[src/rtl/game_seq.sv]
// Game sequencer for a two-player paddle game: serve/play/point/game-over flow,
// score and round keeping, and the tone gate for paddle and point sounds.
module game_seq #(
    parameter int WIN_SCORE    = 9,
    parameter int SERVE_FRAMES = 60,
    parameter int TONE_FRAMES  = 6
) (
    input  logic       clk,
    input  logic       rst_n,
    input  logic       i_frame_tick,
    input  logic       i_start_btn,
    input  logic       i_point_left,
    input  logic       i_point_right,
    input  logic       i_paddle_hit,
    output logic [3:0] o_left_score,
    output logic [3:0] o_right_score,
    output logic [1:0] o_round,
    output logic       o_ball_enable,
    output logic       o_ball_reset,
    output logic       o_serve_dir,
    output logic       o_sound_on,
    output logic       o_tone_sel,
    output logic       o_game_over,
    output logic       o_winner
);

    localparam logic [3:0] WIN_S    = 4'(WIN_SCORE);
    localparam logic [7:0] SERVE_LD = 8'(SERVE_FRAMES);
    localparam logic [3:0] TONE_LD  = 4'(TONE_FRAMES);

    typedef enum logic [2:0] {
        S_IDLE,
        S_SERVE,
        S_PLAY,
        S_POINT,
        S_GAME_OVER
    } state_t;

    state_t     r_state;
    logic [7:0] r_serve_cnt;
    logic [1:0] r_pts_cnt;
    logic [3:0] r_tone_cnt;

    logic w_in_play;
    logic w_any_point;
    logic w_left_only;
    logic w_right_only;
    logic w_left_room;
    logic w_right_room;
    logic w_score_inc;
    logic w_tone_evt;

    assign w_in_play    = (r_state == S_PLAY);
    assign w_any_point  = i_point_left | i_point_right;
    assign w_left_only  = i_point_left & ~i_point_right;
    assign w_right_only = i_point_right & ~i_point_left;
    assign w_left_room  = (o_left_score < WIN_S);
    assign w_right_room = (o_right_score < WIN_S);
    assign w_score_inc  = w_in_play & ((w_left_only & w_left_room) |
                                       (w_right_only & w_right_room));
    assign w_tone_evt   = w_in_play & (w_any_point | i_paddle_hit);

    always_ff @(posedge clk or negedge rst_n) begin
        if (!rst_n) begin
            r_state       <= S_IDLE;
            r_serve_cnt   <= '0;
            r_pts_cnt     <= '0;
            o_left_score  <= '0;
            o_right_score <= '0;
            o_round       <= '0;
            o_ball_enable <= 1'b0;
            o_ball_reset  <= 1'b0;
            o_serve_dir   <= 1'b0;
            o_game_over   <= 1'b0;
            o_winner      <= 1'b0;
        end else begin
            // ball_reset is a single-cycle pulse; every entry into SERVE re-arms it
            o_ball_reset <= 1'b0;
            case (r_state)
                S_IDLE: begin
                    o_left_score  <= '0;
                    o_right_score <= '0;
                    o_round       <= '0;
                    r_pts_cnt     <= '0;
                    if (i_start_btn) begin
                        r_state      <= S_SERVE;
                        r_serve_cnt  <= SERVE_LD;
                        o_ball_reset <= 1'b1;
                        o_serve_dir  <= 1'b1;
                    end
                end

                S_SERVE: begin
                    if (i_frame_tick) begin
                        if (r_serve_cnt <= 8'd1) begin
                            r_state       <= S_PLAY;
                            o_ball_enable <= 1'b1;
                        end else begin
                            r_serve_cnt <= r_serve_cnt - 8'd1;
                        end
                    end
                end

                S_PLAY: begin
                    if (w_any_point) begin
                        r_state       <= S_POINT;
                        o_ball_enable <= 1'b0;
                        if (w_left_only) begin
                            o_serve_dir <= 1'b0;
                            if (w_left_room) o_left_score <= o_left_score + 4'd1;
                        end else if (w_right_only) begin
                            o_serve_dir <= 1'b1;
                            if (w_right_room) o_right_score <= o_right_score + 4'd1;
                        end
                        // every fourth point advances the colour scheme, capped at 3
                        if (w_score_inc) begin
                            r_pts_cnt <= r_pts_cnt + 2'd1;
                            if (r_pts_cnt == 2'd3 && o_round != 2'd3)
                                o_round <= o_round + 2'd1;
                        end
                    end
                end

                S_POINT: begin
                    if (i_frame_tick) begin
                        if (o_left_score == WIN_S) begin
                            r_state     <= S_GAME_OVER;
                            o_game_over <= 1'b1;
                            o_winner    <= 1'b0;
                        end else if (o_right_score == WIN_S) begin
                            r_state     <= S_GAME_OVER;
                            o_game_over <= 1'b1;
                            o_winner    <= 1'b1;
                        end else begin
                            r_state      <= S_SERVE;
                            r_serve_cnt  <= SERVE_LD;
                            o_ball_reset <= 1'b1;
                        end
                    end
                end

                S_GAME_OVER: begin
                    if (i_start_btn) begin
                        r_state       <= S_SERVE;
                        r_serve_cnt   <= SERVE_LD;
                        r_pts_cnt     <= '0;
                        o_left_score  <= '0;
                        o_right_score <= '0;
                        o_round       <= '0;
                        o_ball_reset  <= 1'b1;
                        o_serve_dir   <= 1'b1;
                        o_game_over   <= 1'b0;
                    end
                end

                default: begin
                    r_state <= S_IDLE;
                end
            endcase
        end
    end

    // A fresh event always wins over the frame decrement and retargets the tone
    always_ff @(posedge clk or negedge rst_n) begin
        if (!rst_n) begin
            r_tone_cnt <= '0;
            o_sound_on <= 1'b0;
            o_tone_sel <= 1'b0;
        end else if (w_tone_evt) begin
            r_tone_cnt <= TONE_LD;
            o_sound_on <= 1'b1;
            o_tone_sel <= w_any_point;
        end else if (i_frame_tick && r_tone_cnt != 4'd0) begin
            r_tone_cnt <= r_tone_cnt - 4'd1;
            o_sound_on <= (r_tone_cnt != 4'd1);
        end
    end

endmodule

[config.mk]
export PLATFORM = sky130hd
export DESIGN_NAME = game_seq
export DESIGN_NICKNAME = d
export VERILOG_FILES = /design/src/rtl/game_seq.sv
export SDC_FILE = /design/constraint.sdc
export NUM_CORES = 1
export LEC_CHECK = 0
export ABC_AREA = 1
export CAP_MARGIN = 10
export CELL_PAD_IN_SITES_DETAIL_PLACEMENT = 1
export CELL_PAD_IN_SITES_GLOBAL_PLACEMENT = 1
export CORE_UTILIZATION = 44
export DETAILED_ROUTE_END_ITERATION = 10
export MAX_ROUTING_LAYER = met4
export PLACE_DENSITY = 0.81
export SLEW_MARGIN = 20
export SYNTH_ARGS = -nofsm -noshare
export SYNTH_HDL_FRONTEND = slang
export SYNTH_SLANG_ARGS = --single-unit
[constraint.sdc]
create_clock -name clk -period 2.3 [get_ports clk]
set_input_delay 0.46 -clock clk [delete_from_list [all_inputs] [get_ports clk]]
set_output_delay 0.46 -clock clk [all_outputs]
set_load 0.02 [all_outputs]
==> results_dict.tcl <==
set metrics [dict create \
    status "complete, no violations" \
    rows 25 \
    fin_tns_setup_ps 0 \
    ys.flop_type "dfrtp_1" \
    finClkSkew_ps 6.467 \
    grt_max_degree 35 \
    irDropWorstVdd_mv 0.5445 \
    crit_path_cell_trace "clkdlybuf4s50_1" \
    initial_core_util_pct 45.95 \
    clock_latency_ps 290 \
    wl_per_cell_um 13.13 \
    ys_ff_latch 34 \
    drv_slew 0 \
    cts_tree "built" \
    finalCriticalPeriod_ps 1870 \
    min_period_over_period_pct 81.29 \
    wl_mm 5.122 \
    path_class "reg2out" \
    drive_above_1_share_pct 13.93 \
    yosysUniqueCellTypes 28 \
    port-buffer-count 23 \
    postSynthAreaPerCell_um2 7.456 \
    cts-root-buf "clkbuf_8" \
    worst_ep_required_time_ps 1840 \
    die_h_um 72.46 \
    grt_pass1_wl_mm 8.790 \
    vias 1907 \
    rsz0062_at_grt "no" \
    io_pins 24 \
    p_leak_nw 1.314 \
    crit_path_end_kind "output pin" \
    async_flop_share_pct 100.0 \
    tightest_slew_ps 791.9 \
    dieArea_mm2 0.005250 \
    antennaDiodeCount 0 \
    path_buf_inv 1 \
    nets 341 \
    antenna_left 0 \
    setup_viol_count_final 0 \
    max_slew_margin_pct 47.20 \
    via_per_inst 4.890 \
    fmax_mhz 534.9 \
    startpoint_type "register" \
    final_cell_mix "94 x nand2_1, 36 x inv_1, 34 x dfrtp_1" \
    post_cts_buffers 0 \
    hold_slack_ps 253.8 \
    grt_usage_pct 22.48 \
    cts_resized 0 \
    cp_slowest_cell "clkdlybuf4s50_1" \
    grt_pass1_vias 1957 \
    antenna_found_initial 0 \
    cp_top_family "buffers and inverters" \
    synth_area_mm2 0.002185 \
    dr.pass1.iters 4 \
    hpwlAfterDp_mm 3.941 \
    final_common_cell "nand2_1" \
    drc_errors 0 \
    h-tree-depth 2 \
    cp_max_fo 7 \
    yosysWarningCount 0 \
    clockBufferDepth 2 \
    powerDensity_mw_per_mm2 1312 \
    n_fill_cell 612 \
    synth-seq-area-share_pct 38.95 \
    synthCells 293 \
    synth_nets 312 \
    hold_viol_final 0 \
    cts.sinks 34 \
    cts_made_buffers 5 \
    arrival_ps 1410 \
    grt_overflow_total 0 \
    drtIter0Drc 47 \
    cts-hold-fix-buffers 0 \
    place_congestion 0.7890 \
    synth_edf_count 0 \
    p_total_w 0.003378 \
    clk_pin_slew_ps 70 \
    hp-class "in2async" \
    cap_violations 0 \
    die_w_um 72.46 \
    area_growth_pct 17.81 \
    max_stage_delay_ps 650 \
    core_area_mm2 0.004755 \
]
-- state kept, by name (all words and copies together) (netlist names) --
signal / flops
o_round: 2
o_sound_on: 1
o_right_score: 4
r_serve_cnt: 8
o_ball_enable: 1
r_pts_cnt: 2
r_tone_cnt: 4
o_game_over: 1
o_winner: 1
o_serve_dir: 1
o_tone_sel: 1
o_left_score: 4
o_ball_reset: 1
r_state: 3
-- cell type report --
class / instances / area, um2 / area share, %
tap: 67 / 83.83 / 3.257
inverter: 40 / 150.1 / 5.834
clock inverter: 2 / 12.51 / 0.4861
clock buffer: 6 / 82.58 / 3.209
multi-input combinational: 217 / 1161 / 45.11
sequential: 34 / 850.8 / 33.06
timing repair buffer: 24 / 232.7 / 9.042
-- cell usage after synthesis, types with 3 or more instances --
cell     instances  area share (%)
dfrtp_1         34              39
ha_1            12             6.9
inv_1           36             6.2
inv_2            4            0.69
nand2_1         94              16
nand2_2         12             3.4
nand3_1         20             4.6
nand3_2          3             1.4
nand4_1          5             1.4
nor2_1          31             5.3
nor2_2           3            0.86
nor2_4           4             2.1
o21ai_0          8             1.8
o21ai_1          3            0.69
o21ai_2          5             2.0
xor2_1           4             1.6
-- where the power goes --
part           total (W)  internal [W]  switching [W]  leakage [nW]
Clock           0.000470      0.000241       0.000229        0.0472
Sequential       0.00101      0.000811       0.000204         0.431
Combinational    0.00189      0.000679        0.00121         0.835
Total            0.00338       0.00173        0.00165          1.31
-- kinds of logic after synthesis --
logic type      after synthesis  synth area share [%]
simple gates                178                 37.80
buf+inv                      42                 7.904
flops                        34                 38.95
compound gates               21                 6.071
fa+ha+maj                    12                 6.873
xor+xnor                      6                 2.405
-- worst paths after layout --
check | slack, ps | end | from | cells past startpoint
setup / recovery | 430 | o_left_score[0] | o_left_score[0] | 1
hold reg to reg | 480 | o_tone_sel | o_tone_sel | 2
max in group asynchronous | 1550 | r_state[0] | rst_n | 1
hold / removal | 250 | r_serve_cnt[3] | rst_n | 1
setup reg to reg | 530 | r_serve_cnt[1] | r_serve_cnt[0] | 8
min in group clk | 480 | o_tone_sel | o_tone_sel | 2
-- stage by stage --
stage	instances	instance area (um2)	utilization (%)	setup WS, ps
floorplan	293	2185	-	830.8
global placement	382	2479	52.13	347.6
detailed placement	382	2479	52.13	305.3
CTS	390	2574	54.13	406.4
global route	390	2574	54.13	359.8
finish	390	2574	54.13	430.4
-- routing by layer --
| metal | GRT usage [%] | share of wire, % |
|---|---|---|
| met4 | 7.625 | 1.4 |
| met3 | 3.889 | 2.5 |
| met1 | 25.85 | 45 |
| met5 | - | 0 |
| met2 | 39.46 | 51 |
(Power assumes the default switching activity.)
